## src/rtl/btle_ll_hci_if.sv

```systemverilog
// Byte-stream link between the HCI engine and the UART framer pair.
// The master side is the host/UART side; the slave side is the HCI engine.
interface btle_ll_hci_if;
    logic [7:0] in_byte;
    logic       in_valid;
    logic       in_err;
    logic [7:0] out_byte;
    logic       out_en;
    logic       out_done;

    modport master (output in_byte, in_valid, in_err, out_done, input out_byte, out_en);
    modport slave  (input in_byte, in_valid, in_err, out_done, output out_byte, out_en);
endinterface

```

## src/rtl/btle_ll_hci.sv

```systemverilog
// BTLE link-layer HCI engine: parses host commands into PHY config and TX PDU memory,
// answers each command with a status response and streams received PDUs as events.
module btle_ll_hci #(
    parameter int PDU_ADDR_WIDTH           = 6,
    parameter int CRC_STATE_BIT_WIDTH      = 24,
    parameter int CHANNEL_NUMBER_BIT_WIDTH = 6,
    parameter int TIMEOUT_CYCLES           = 16000
) (
    input  logic                                clk,
    input  logic                                rst,
    btle_ll_hci_if.slave                        hci,
    output logic [7:0]                          tx_preamble,
    output logic [31:0]                         tx_access_address,
    output logic [CRC_STATE_BIT_WIDTH-1:0]      tx_crc_state_init_bit,
    output logic [CHANNEL_NUMBER_BIT_WIDTH-1:0] tx_channel_number,
    output logic [PDU_ADDR_WIDTH-1:0]           tx_pdu_octet_mem_addr,
    output logic [7:0]                          tx_pdu_octet_mem_data,
    output logic                                tx_pdu_octet_mem_we,
    output logic                                tx_start,
    output logic [31:0]                         rx_unique_bit_sequence,
    output logic [CHANNEL_NUMBER_BIT_WIDTH-1:0] rx_channel_number,
    output logic [CRC_STATE_BIT_WIDTH-1:0]      rx_crc_state_init_bit,
    input  logic                                rx_decode_end,
    input  logic                                rx_crc_ok,
    input  logic [6:0]                          rx_payload_length,
    output logic [PDU_ADDR_WIDTH-1:0]           rx_pdu_octet_mem_addr,
    input  logic [7:0]                          rx_pdu_octet_mem_data,
    output logic [7:0]                          evt_drop_cnt
);
    localparam int PDU_DEPTH = 2**PDU_ADDR_WIDTH;
    localparam int TW        = $clog2(TIMEOUT_CYCLES + 1);
    localparam int PAW       = PDU_ADDR_WIDTH;
    localparam int CRCW      = CRC_STATE_BIT_WIDTH;
    localparam int CHW       = CHANNEL_NUMBER_BIT_WIDTH;

    typedef enum logic [2:0] {P_IDLE, P_LEN, P_PAYLOAD, P_EXEC, P_RESP} pstate_t;
    typedef enum logic [1:0] {O_IDLE, O_MEM, O_LOAD, O_WAIT} ostate_t;

    pstate_t pstate_reg, pstate_next;
    ostate_t ostate_reg, ostate_next;
    logic [7:0]     opcode_reg, opcode_next, len_reg, len_next, cnt_reg, cnt_next;
    logic [7:0]     status_reg, status_next, reg_addr_reg, reg_addr_next, reg_data_reg, reg_data_next;
    logic [TW-1:0]  timer_reg, timer_next;
    logic [7:0]     preamble_reg, preamble_next;
    logic [31:0]    tx_aa_reg, tx_aa_next, rx_aa_reg, rx_aa_next;
    logic [CRCW-1:0] tx_crc_reg, tx_crc_next, rx_crc_reg, rx_crc_next;
    logic [CHW-1:0] tx_ch_reg, tx_ch_next, rx_ch_reg, rx_ch_next;
    logic           we_reg, we_next;
    logic [PAW-1:0] waddr_reg, waddr_next, raddr_reg, raddr_next;
    logic [7:0]     wdata_reg, wdata_next, obyte_reg, obyte_next, oidx_reg, oidx_next;
    logic           osrc_reg, osrc_next, oen_reg, oen_next;
    logic           pend_reg, pend_next, evt_crc_reg, evt_crc_next;
    logic [6:0]     evt_len_reg, evt_len_next;
    logic [7:0]     drop_reg, drop_next;

    logic [7:0] idx_inc;
    logic [6:0] evt_nbytes;
    logic       out_last, evt_busy, resp_done;

    assign idx_inc    = oidx_reg + 8'd1;
    assign evt_nbytes = (int'(evt_len_reg) > PDU_DEPTH) ? 7'(PDU_DEPTH) : evt_len_reg;
    assign out_last   = osrc_reg ? (oidx_reg == ({1'b0, evt_nbytes} + 8'd1)) : (oidx_reg == 8'd1);
    assign evt_busy   = osrc_reg && (ostate_reg != O_IDLE);

    always_comb begin
        pstate_next = pstate_reg;   ostate_next = ostate_reg;
        opcode_next = opcode_reg;   len_next = len_reg;         cnt_next = cnt_reg;
        status_next = status_reg;   reg_addr_next = reg_addr_reg; reg_data_next = reg_data_reg;
        timer_next = timer_reg;     preamble_next = preamble_reg;
        tx_aa_next = tx_aa_reg;     tx_crc_next = tx_crc_reg;   tx_ch_next = tx_ch_reg;
        rx_aa_next = rx_aa_reg;     rx_crc_next = rx_crc_reg;   rx_ch_next = rx_ch_reg;
        we_next = 1'b0;             waddr_next = waddr_reg;     wdata_next = wdata_reg;
        raddr_next = raddr_reg;     obyte_next = obyte_reg;     oidx_next = oidx_reg;
        osrc_next = osrc_reg;       oen_next = 1'b0;            pend_next = pend_reg;
        evt_crc_next = evt_crc_reg; evt_len_next = evt_len_reg; drop_next = drop_reg;
        tx_start = 1'b0;            resp_done = 1'b0;

        case (ostate_reg)
            O_IDLE: begin
                // A waiting response always wins over a pending event.
                if (pstate_reg == P_RESP) begin
                    osrc_next = 1'b0; oidx_next = 8'd0; raddr_next = '0; ostate_next = O_MEM;
                end else if (pend_reg) begin
                    osrc_next = 1'b1; oidx_next = 8'd0; raddr_next = '0; ostate_next = O_MEM;
                    pend_next = 1'b0;
                end
            end
            O_MEM:  ostate_next = O_LOAD;
            O_LOAD: begin
                oen_next    = 1'b1;
                ostate_next = O_WAIT;
                if (oidx_reg == 8'd0)      obyte_next = osrc_reg ? 8'h3E : 8'h0E;
                else if (oidx_reg == 8'd1) obyte_next = osrc_reg ? {evt_crc_reg, evt_len_reg} : status_reg;
                else                       obyte_next = rx_pdu_octet_mem_data;
            end
            O_WAIT: begin
                if (hci.out_done) begin
                    if (out_last) begin
                        ostate_next = O_IDLE;
                        resp_done   = !osrc_reg;
                    end else begin
                        oidx_next   = idx_inc;
                        raddr_next  = (idx_inc >= 8'd2) ? PAW'(idx_inc - 8'd2) : '0;
                        ostate_next = O_MEM;
                    end
                end
            end
            default: ostate_next = O_IDLE;
        endcase

        if (rx_decode_end) begin
            if (pend_reg || evt_busy) begin
                if (drop_reg != 8'hFF) drop_next = drop_reg + 8'd1;
            end else begin
                pend_next = 1'b1; evt_crc_next = rx_crc_ok; evt_len_next = rx_payload_length;
            end
        end

        case (pstate_reg)
            P_IDLE: begin
                if (hci.in_valid) begin
                    opcode_next = hci.in_byte; timer_next = '0; pstate_next = P_LEN;
                end
            end
            P_LEN, P_PAYLOAD: begin
                timer_next = timer_reg + TW'(1);
                if (hci.in_err) begin
                    status_next = 8'd3; pstate_next = P_RESP;
                end else if (hci.in_valid) begin
                    timer_next = '0;
                    if (pstate_reg == P_LEN) begin
                        len_next = hci.in_byte;
                        cnt_next = 8'd0;
                        case (opcode_reg)
                            8'h01:   status_next = (hci.in_byte == 8'd2) ? 8'd0 : 8'd2;
                            8'h02:   status_next = (hci.in_byte == 8'd0 ||
                                                    {1'b0, hci.in_byte} > 9'(PDU_DEPTH)) ? 8'd2 : 8'd0;
                            8'h03:   status_next = (hci.in_byte == 8'd0) ? 8'd0 : 8'd2;
                            default: status_next = 8'd1;
                        endcase
                        pstate_next = (hci.in_byte == 8'd0) ? P_EXEC : P_PAYLOAD;
                    end else begin
                        // Payload of a rejected packet is swallowed so the stream stays aligned.
                        if (status_reg == 8'd0 && opcode_reg == 8'h01) begin
                            if (cnt_reg == 8'd0) reg_addr_next = hci.in_byte;
                            else                 reg_data_next = hci.in_byte;
                        end
                        if (status_reg == 8'd0 && opcode_reg == 8'h02) begin
                            we_next = 1'b1; waddr_next = cnt_reg[PAW-1:0]; wdata_next = hci.in_byte;
                        end
                        cnt_next = cnt_reg + 8'd1;
                        if (cnt_reg + 8'd1 == len_reg) pstate_next = P_EXEC;
                    end
                end else if (timer_reg == TW'(TIMEOUT_CYCLES - 1)) begin
                    pstate_next = P_IDLE;
                end
            end
            P_EXEC: begin
                pstate_next = P_RESP;
                if (status_reg == 8'd0 && opcode_reg == 8'h03) tx_start = 1'b1;
                if (status_reg == 8'd0 && opcode_reg == 8'h01) begin
                    case (reg_addr_reg)
                        8'd0:  preamble_next       = reg_data_reg;
                        8'd1:  tx_aa_next[7:0]     = reg_data_reg;
                        8'd2:  tx_aa_next[15:8]    = reg_data_reg;
                        8'd3:  tx_aa_next[23:16]   = reg_data_reg;
                        8'd4:  tx_aa_next[31:24]   = reg_data_reg;
                        8'd5:  tx_crc_next[7:0]    = reg_data_reg;
                        8'd6:  tx_crc_next[15:8]   = reg_data_reg;
                        8'd7:  tx_crc_next[23:16]  = reg_data_reg;
                        8'd8:  tx_ch_next          = reg_data_reg[CHW-1:0];
                        8'd9:  rx_aa_next[7:0]     = reg_data_reg;
                        8'd10: rx_aa_next[15:8]    = reg_data_reg;
                        8'd11: rx_aa_next[23:16]   = reg_data_reg;
                        8'd12: rx_aa_next[31:24]   = reg_data_reg;
                        8'd13: rx_ch_next          = reg_data_reg[CHW-1:0];
                        8'd14: rx_crc_next[7:0]    = reg_data_reg;
                        8'd15: rx_crc_next[15:8]   = reg_data_reg;
                        8'd16: rx_crc_next[23:16]  = reg_data_reg;
                        default: status_next       = 8'd4;
                    endcase
                end
            end
            P_RESP:  if (resp_done) pstate_next = P_IDLE;
            default: pstate_next = P_IDLE;
        endcase
    end

    always_ff @(posedge clk or posedge rst) begin
        if (rst) begin
            pstate_reg <= P_IDLE;  ostate_reg <= O_IDLE;
            opcode_reg <= '0;  len_reg <= '0;  cnt_reg <= '0;  status_reg <= '0;
            reg_addr_reg <= '0;  reg_data_reg <= '0;  timer_reg <= '0;  preamble_reg <= '0;
            tx_aa_reg <= '0;  tx_crc_reg <= '0;  tx_ch_reg <= '0;
            rx_aa_reg <= '0;  rx_crc_reg <= '0;  rx_ch_reg <= '0;
            we_reg <= 1'b0;  waddr_reg <= '0;  wdata_reg <= '0;  raddr_reg <= '0;
            obyte_reg <= '0;  oidx_reg <= '0;  osrc_reg <= 1'b0;  oen_reg <= 1'b0;
            pend_reg <= 1'b0;  evt_crc_reg <= 1'b0;  evt_len_reg <= '0;  drop_reg <= '0;
        end else begin
            pstate_reg <= pstate_next;  ostate_reg <= ostate_next;
            opcode_reg <= opcode_next;  len_reg <= len_next;  cnt_reg <= cnt_next;
            status_reg <= status_next;  reg_addr_reg <= reg_addr_next;  reg_data_reg <= reg_data_next;
            timer_reg <= timer_next;  preamble_reg <= preamble_next;
            tx_aa_reg <= tx_aa_next;  tx_crc_reg <= tx_crc_next;  tx_ch_reg <= tx_ch_next;
            rx_aa_reg <= rx_aa_next;  rx_crc_reg <= rx_crc_next;  rx_ch_reg <= rx_ch_next;
            we_reg <= we_next;  waddr_reg <= waddr_next;  wdata_reg <= wdata_next;  raddr_reg <= raddr_next;
            obyte_reg <= obyte_next;  oidx_reg <= oidx_next;  osrc_reg <= osrc_next;  oen_reg <= oen_next;
            pend_reg <= pend_next;  evt_crc_reg <= evt_crc_next;  evt_len_reg <= evt_len_next;
            drop_reg <= drop_next;
        end
    end

    assign hci.out_byte              = obyte_reg;
    assign hci.out_en                = oen_reg;
    assign tx_preamble               = preamble_reg;
    assign tx_access_address         = tx_aa_reg;
    assign tx_crc_state_init_bit     = tx_crc_reg;
    assign tx_channel_number         = tx_ch_reg;
    assign tx_pdu_octet_mem_addr     = waddr_reg;
    assign tx_pdu_octet_mem_data     = wdata_reg;
    assign tx_pdu_octet_mem_we       = we_reg;
    assign rx_unique_bit_sequence    = rx_aa_reg;
    assign rx_channel_number         = rx_ch_reg;
    assign rx_crc_state_init_bit     = rx_crc_reg;
    assign rx_pdu_octet_mem_addr     = raddr_reg;
    assign evt_drop_cnt              = drop_reg;
endmodule

```

## src/flat_wrapper.sv

```systemverilog
// flat-port wrapper written by rule: the top's interface ports become plain ports
module btle_ll_hci_flat 
#(
    parameter int PDU_ADDR_WIDTH           = 6,
    parameter int CRC_STATE_BIT_WIDTH      = 24,
    parameter int CHANNEL_NUMBER_BIT_WIDTH = 6,
    parameter int TIMEOUT_CYCLES           = 16000
)
  (clk, rst, tx_preamble, tx_access_address, tx_crc_state_init_bit, tx_channel_number, tx_pdu_octet_mem_addr, tx_pdu_octet_mem_data, tx_pdu_octet_mem_we, tx_start, rx_unique_bit_sequence, rx_channel_number, rx_crc_state_init_bit, rx_decode_end, rx_crc_ok, rx_payload_length, rx_pdu_octet_mem_addr, rx_pdu_octet_mem_data, evt_drop_cnt, hci_in_byte, hci_in_valid, hci_in_err, hci_out_done, hci_out_byte, hci_out_en);
  btle_ll_hci_if hci_i ();
  input  logic clk;
  input  logic rst;
  output logic [7:0] tx_preamble;
  output logic [31:0] tx_access_address;
  output logic [CRC_STATE_BIT_WIDTH-1:0] tx_crc_state_init_bit;
  output logic [CHANNEL_NUMBER_BIT_WIDTH-1:0] tx_channel_number;
  output logic [PDU_ADDR_WIDTH-1:0] tx_pdu_octet_mem_addr;
  output logic [7:0] tx_pdu_octet_mem_data;
  output logic tx_pdu_octet_mem_we;
  output logic tx_start;
  output logic [31:0] rx_unique_bit_sequence;
  output logic [CHANNEL_NUMBER_BIT_WIDTH-1:0] rx_channel_number;
  output logic [CRC_STATE_BIT_WIDTH-1:0] rx_crc_state_init_bit;
  input  logic rx_decode_end;
  input  logic rx_crc_ok;
  input  logic [6:0] rx_payload_length;
  output logic [PDU_ADDR_WIDTH-1:0] rx_pdu_octet_mem_addr;
  input  logic [7:0] rx_pdu_octet_mem_data;
  output logic [7:0] evt_drop_cnt;
  input wire logic [$bits(hci_i.in_byte)-1:0] hci_in_byte;
  input wire logic [$bits(hci_i.in_valid)-1:0] hci_in_valid;
  input wire logic [$bits(hci_i.in_err)-1:0] hci_in_err;
  input wire logic [$bits(hci_i.out_done)-1:0] hci_out_done;
  output wire logic [$bits(hci_i.out_byte)-1:0] hci_out_byte;
  output wire logic [$bits(hci_i.out_en)-1:0] hci_out_en;
  assign hci_i.in_byte = hci_in_byte;
  assign hci_i.in_valid = hci_in_valid;
  assign hci_i.in_err = hci_in_err;
  assign hci_i.out_done = hci_out_done;
  assign hci_out_byte = hci_i.out_byte;
  assign hci_out_en = hci_i.out_en;
  btle_ll_hci #(.PDU_ADDR_WIDTH(PDU_ADDR_WIDTH), .CRC_STATE_BIT_WIDTH(CRC_STATE_BIT_WIDTH), .CHANNEL_NUMBER_BIT_WIDTH(CHANNEL_NUMBER_BIT_WIDTH), .TIMEOUT_CYCLES(TIMEOUT_CYCLES)) u_core (.clk(clk), .rst(rst), .hci(hci_i), .tx_preamble(tx_preamble), .tx_access_address(tx_access_address), .tx_crc_state_init_bit(tx_crc_state_init_bit), .tx_channel_number(tx_channel_number), .tx_pdu_octet_mem_addr(tx_pdu_octet_mem_addr), .tx_pdu_octet_mem_data(tx_pdu_octet_mem_data), .tx_pdu_octet_mem_we(tx_pdu_octet_mem_we), .tx_start(tx_start), .rx_unique_bit_sequence(rx_unique_bit_sequence), .rx_channel_number(rx_channel_number), .rx_crc_state_init_bit(rx_crc_state_init_bit), .rx_decode_end(rx_decode_end), .rx_crc_ok(rx_crc_ok), .rx_payload_length(rx_payload_length), .rx_pdu_octet_mem_addr(rx_pdu_octet_mem_addr), .rx_pdu_octet_mem_data(rx_pdu_octet_mem_data), .evt_drop_cnt(evt_drop_cnt));
endmodule
```

## config.mk

```make
export PLATFORM = sky130hd
export DESIGN_NAME = btle_ll_hci_flat
export DESIGN_NICKNAME = d
export VERILOG_FILES = /design/src/rtl/btle_ll_hci_if.sv /design/src/rtl/btle_ll_hci.sv /design/src/flat_wrapper.sv
export SDC_FILE = /design/constraint.sdc
export NUM_CORES = 1
export LEC_CHECK = 0
export ABC_AREA = 1
export CAP_MARGIN = 25
export CORE_ASPECT_RATIO = 1.75
export CORE_MARGIN = 2
export CORE_UTILIZATION = 59
export CTS_BUF_LIST = sky130_fd_sc_hd__clkbuf_8
export DETAILED_ROUTE_END_ITERATION = 8
export GPL_TIMING_DRIVEN = 0
export PLACE_DENSITY = 0.9
export RECOVER_POWER = 50
export SKIP_LAST_GASP = 1
export SLEW_MARGIN = 5
export SYNTH_ARGS = -nofsm -noshare
export SYNTH_HDL_FRONTEND = slang
export SYNTH_SLANG_ARGS = --single-unit
```

## constraint.sdc

```tcl
create_clock -name clk -period 17.2 [get_ports clk]
set_clock_uncertainty 0.05 [all_clocks]
set_input_delay 1.72 -clock clk [delete_from_list [all_inputs] [get_ports clk]]
set_output_delay 1.72 -clock clk [all_outputs]
set_load 0.01 [all_outputs]
```

# Word-level counts from Yosys, hierarchy flattened
# Index checks and enable logic that the tools add are counted.
# op_classes
reduce_logical	52
eq_ne	43
bitwise_logic	4
n_lt_le_gt_ge	3
n_addsub	6
mux	63
# op_table
op	count
$mux 8	13
$eq 8x4->1 const B	8
$reduce_and 3->1	19
$mux 14	3
$eq 8x2->1 const B	5
$logic_not 8->1	5
$mux 6	6
$eq 8x3->1 const B	4
$pmux 8 s2	2
$pmux 14 s2	1
$add 8x1->8 const B	3
$eq 8x1->1 const B	3
$pmux 8 s3	1
$mux 3	7
$mux 1	20
$reduce_or 17->1	1
$eq 8x8->1	2
$add 14x1->14 const B	1
$eq 14x14->1 const B	1
$mux 2	6
$pmux 3 s4	1
$pmux 6 s2	1
$reduce_and 4->1	3
$reduce_and 6->1	2
31 further kinds	53
# word_totals
reg_bits	255
input_bits	30
word_cells	209

# Logic depth before layout (Yosys ltp)
# depth
ltp_word	10
ltp_mapped	19

# Least setup slack after synthesis
# Ideal clock, no wire load.
# synth_path
path_type	input-to-reg
start	in hci_in_valid
end	reg u_core.reg_data_reg[0]
path_stages	8
setup_ns	0.121
setup_slack_ns	14.215
n_path_buf	1
t_arrival_ns	2.813
cell_sequence	inv_1 nor3_4 nand2_4 nor2_4 nand3b_2 buf_6 nand2_1 o21ai_2
# synth_via
elab_chain_len	1
# synth_lines
element	line	text
start: declaration	flat_wrapper.sv:31	input wire logic [$bits(hci_i.in_valid)-1:0] hci_in_valid;
$reduce_and 6->1 (no source line)	n/a	
end signal: assignment	btle_ll_hci.sv:202	status_reg <= status_next; reg_addr_reg <= reg_addr_next; reg_data_reg <= reg_data_next;
end: declaration	btle_ll_hci.sv:42	logic [7:0] status_reg, status_next, reg_addr_reg, reg_addr_next, reg_data_reg, reg_data_next;
# No other way between the ends.
# A chain may end at the register's enable or synchronous reset.

==> results by group <==
Placement
  • PortBufs: 200
  • Placed cells: 1666
  • Place WS: about 13 ns
  • Placed wire-length estimate: 21.6 mm
  • GPL Wtd Cong: 0.910

Routing
  • Drt first pass iters: 6
  • Via count: 9676
  • Vias per cell: 5.60
  • Residual DRC count: 0
  • Iteration-0 DRC Markers: 617
  • Routed WL: 30.3 mm
  • Avg WL per Cell: 17.5 um
  • Routed Antenna Nets: 0

CTS
  • Post-CTS Resized: 0
  • CTS Root Cell: clkbuf_8
  • Insertion delay to the later sink of the worst-skew pair: 0.52 ns
  • Total CTS buffers: 35
  • CTS tree: yes
  • CTS Sinks: 250
  • Hold Buf Count CTS: 0
  • Clock buffer depth: 3
  • Clock Pin Slew Worst Setup and Hold Paths: 0.07 ns
  • H-tree depth: 2
  • Setup Fix Bufs, Post-CTS: 0

Floorplan
  • Die Width: 107 um
  • Die H: between 150 and 200 um
  • CORE AREA: 18400 sq um
  • Ports: 201
  • Starting density of the core: 59.5%
  • Row cnt: between 60 and 70
  • Die area: 19700 sq um

Critical path
  • Reg2reg path depth: 9
  • Reg2reg end: u_core.reg_data_reg[7]$_DFFE_PP0P_
  • CP delay by family, top: buffers and inverters
  • CP Capture Point: u_core.cnt_reg[1]$_DFFE_PP0P_
  • Worst Setup End Kind: async pin
  • Worst Setup SP: rst
  • Buf/Inv on CP: 2
  • Worst Path Required: 16.76 ns
  • Crit path launch type: input pin
  • Largest stage delay on the critical path: 3.01 ns
  • Setup slack, reg-to-reg: 13.88 ns
  • FF-to-FF Start: u_core.pstate_reg[0]$_DFFE_PP0P_
  • CP cell instances: dlygate4sd3_1 -> clkinvlp_2
  • Kind of critical path: input pin to async pin
  • Slowest-stage cell, CP: clkinvlp_2
  • CP max FO: 124
  • CP arrival: 5.44 ns
  • Critical path depth: 2

GRT
  • All-Layer GR Usage: 31.4%
  • First-pass GRT wire length: 48.6 mm
  • Grt ovf: 0
  • Vias in the first global route: between 9000 and 10000
  • Antenna violations before repair: 0
  • Largest net degree at the start of global routing: 128

Pwr
  • Pwr/cell area: 120 nW/um^2
  • Worst vdd ir: 0.0840 mV
  • Leak pwr: 6.36 nW

Finish
  • Most common cell after layout, fill and taps aside: nand2_1
  • Commonest non-fill, non-tap cells in the layout: nand2_1, dfrtp_1, clkdlybuf4s50_1, o21ai_0, inv_1
  • Fillcell total: 1293
  • Share of layout cells above drive strength 1: 6.51%
  • Final net count: about 1500
  • Area delta synth->final: 27.0%
  • Layout Utilization: between 70% and 80%
  • N_diodes: 0
  • Layout Cells excl Fill: 1727

STA
  • Hold WS: 0.435 ns
  • Max frequency: approximately 170 MHz
  • Final Hold Viols: 0
  • Final worst setup slack: about 11 ns
  • # setup viols final: 0
  • Setup TNS Final: 0 ns
  • Fin crit share: 34.2%
  • Worst Tran Pin Value: between 5 and 6 ns
  • RSZ-0062 raised after global routing: false
  • Minimum clock period: roughly 5.9 ns
  • Slew Limit Fails: 125
  • Max-Slew Margin vs Limit: -266%

Logic synthesis
  • Post-synth EDFFs: 0
  • Post-synthesis sequential area ratio: 57.1%
  • Post-synth ARST share: 100%
  • Synth warnings: 0
  • Cells after Synth: 1227
  • Synthesized flop and latch total: 250
  • Mapped Avg Cell Area: 8.93 sq um
  • Syn Nets: 1269
  • Synth Cell Area: 11000 sq um
  • Post-synth cell types: 45
  • Top FF cell, synth: dfrtp_1

Run status
  • Outcome: finished, violations left
  • Failing checks: capacitance limit, slew limit

Job
  • Max cap viols: 1

Worst hold path
  • Worst Hold Class: register to register
worst min path at each step:
stage | slack (ns) | cells after the start | end | from
6_report | 0.44 | 2 | u_core.tx_preamble[5]$_DFFE_PP0P_ | u_core.tx_preamble[5]$_DFFE_PP0P_
5_1_grt | 0.45 | 2 | u_core.rx_unique_bit_sequence[17]$_DFFE_PP0P_ | u_core.rx_unique_bit_sequence[17]$_DFFE_PP0P_
4_1_cts | 0.43 | 2 | u_core.hci.out_byte[3]$_DFFE_PP0P_ | u_core.hci.out_byte[3]$_DFFE_PP0P_
3_5_place_dp | 0.42 | 2 | u_core.tx_pdu_octet_mem_data[3]$_DFFE_PP0P_ | u_core.tx_pdu_octet_mem_data[3]$_DFFE_PP0P_
3_3_place_gp | 0.41 | 2 | u_core.hci.out_byte[3]$_DFFE_PP0P_ | u_core.hci.out_byte[3]$_DFFE_PP0P_
2_1_floorplan | 0.40 | 2 | u_core.opcode_reg[1]$_DFFE_PP0P_ | u_core.opcode_reg[1]$_DFFE_PP0P_
per-stage QoR:
step	power [mW]	area (sq um)
after global placement	1.18	13300
after floorplan	1.05	11000
final	1.67	13900
after global routing	1.77	13900
after CTS	1.68	14000
after detailed placement	1.21	13300
cell type report:
cell class	instances	area (sq um)	area share, %
Sequential cell	250	6260	45.0
Multi-Input combinational cell	822	3990	28.6
Timing Repair Buffer	201	2030	14.6
Clock buffer	45	619	4.45
Inverter	112	422	3.03
Tap cell	238	298	2.14
Buffer	43	200	1.44
Clock inverter	16	108	0.773
cell families after synthesis:
kind of cell | count (synthesis) | synth area share [%]
adders and majority gates | 12 | 1.37
xor gates and xnor gates | 25 | 2.00
muxes | 3 | 0.308
buffers and inverters | 155 | 5.81
DFF | 250 | 57.1
AOI/OAI and AO/OA | 257 | 12.6
and+or+nand+nor | 525 | 20.8
cell usage after synthesis, drive strengths merged, types with 5 or more instances:
cell type | number | area (sq um)
ha | 12 | 150
nand4 | 19 | 138
nand3 | 61 | 330
inv | 111 | 417
buf | 15 | 109
nor3 | 17 | 124
xor2 | 19 | 166
nand2 | 326 | 1250
clkbuf | 28 | 108
nor2 | 91 | 359
o21ai | 210 | 1100
o22ai | 10 | 62.6
dfrtp | 250 | 6260
xnor2 | 6 | 52.6
a21oi | 26 | 134
nor4 | 5 | 31.3
metal layers:
layer / up-vias / track usage [%] / wire length, um
li1: 4502 / - / -
met1: 4712 / 34.7 / 10900
met2: 350 / 57.1 / 16200
met3: 112 / 4.03 / 1360
met4: 0 / 18.4 / 1890
met5: - / 0 / 0
worst reg2reg max path: stages (launching register included):
cell and delay, ns:
dfrtp_1 0.43, or2_0 0.29, nand3_4 0.17, nor3_1 0.91
nand2_1 0.55, nor2_4 0.24, nand3b_2 0.21, buf_6 0.22
nand2_1 0.08, o21ai_2 0.05
report_power, final:
group	internal [mW]	total [mW]	leakage, nW	switching [mW]
clock	0.252	0.478	0.397	0.226
sequential	0.661	0.725	3.37	0.0639
combinational	0.169	0.466	2.59	0.297
total	1.08	1.67	6.36	0.587
(Power assumes the default switching activity.)
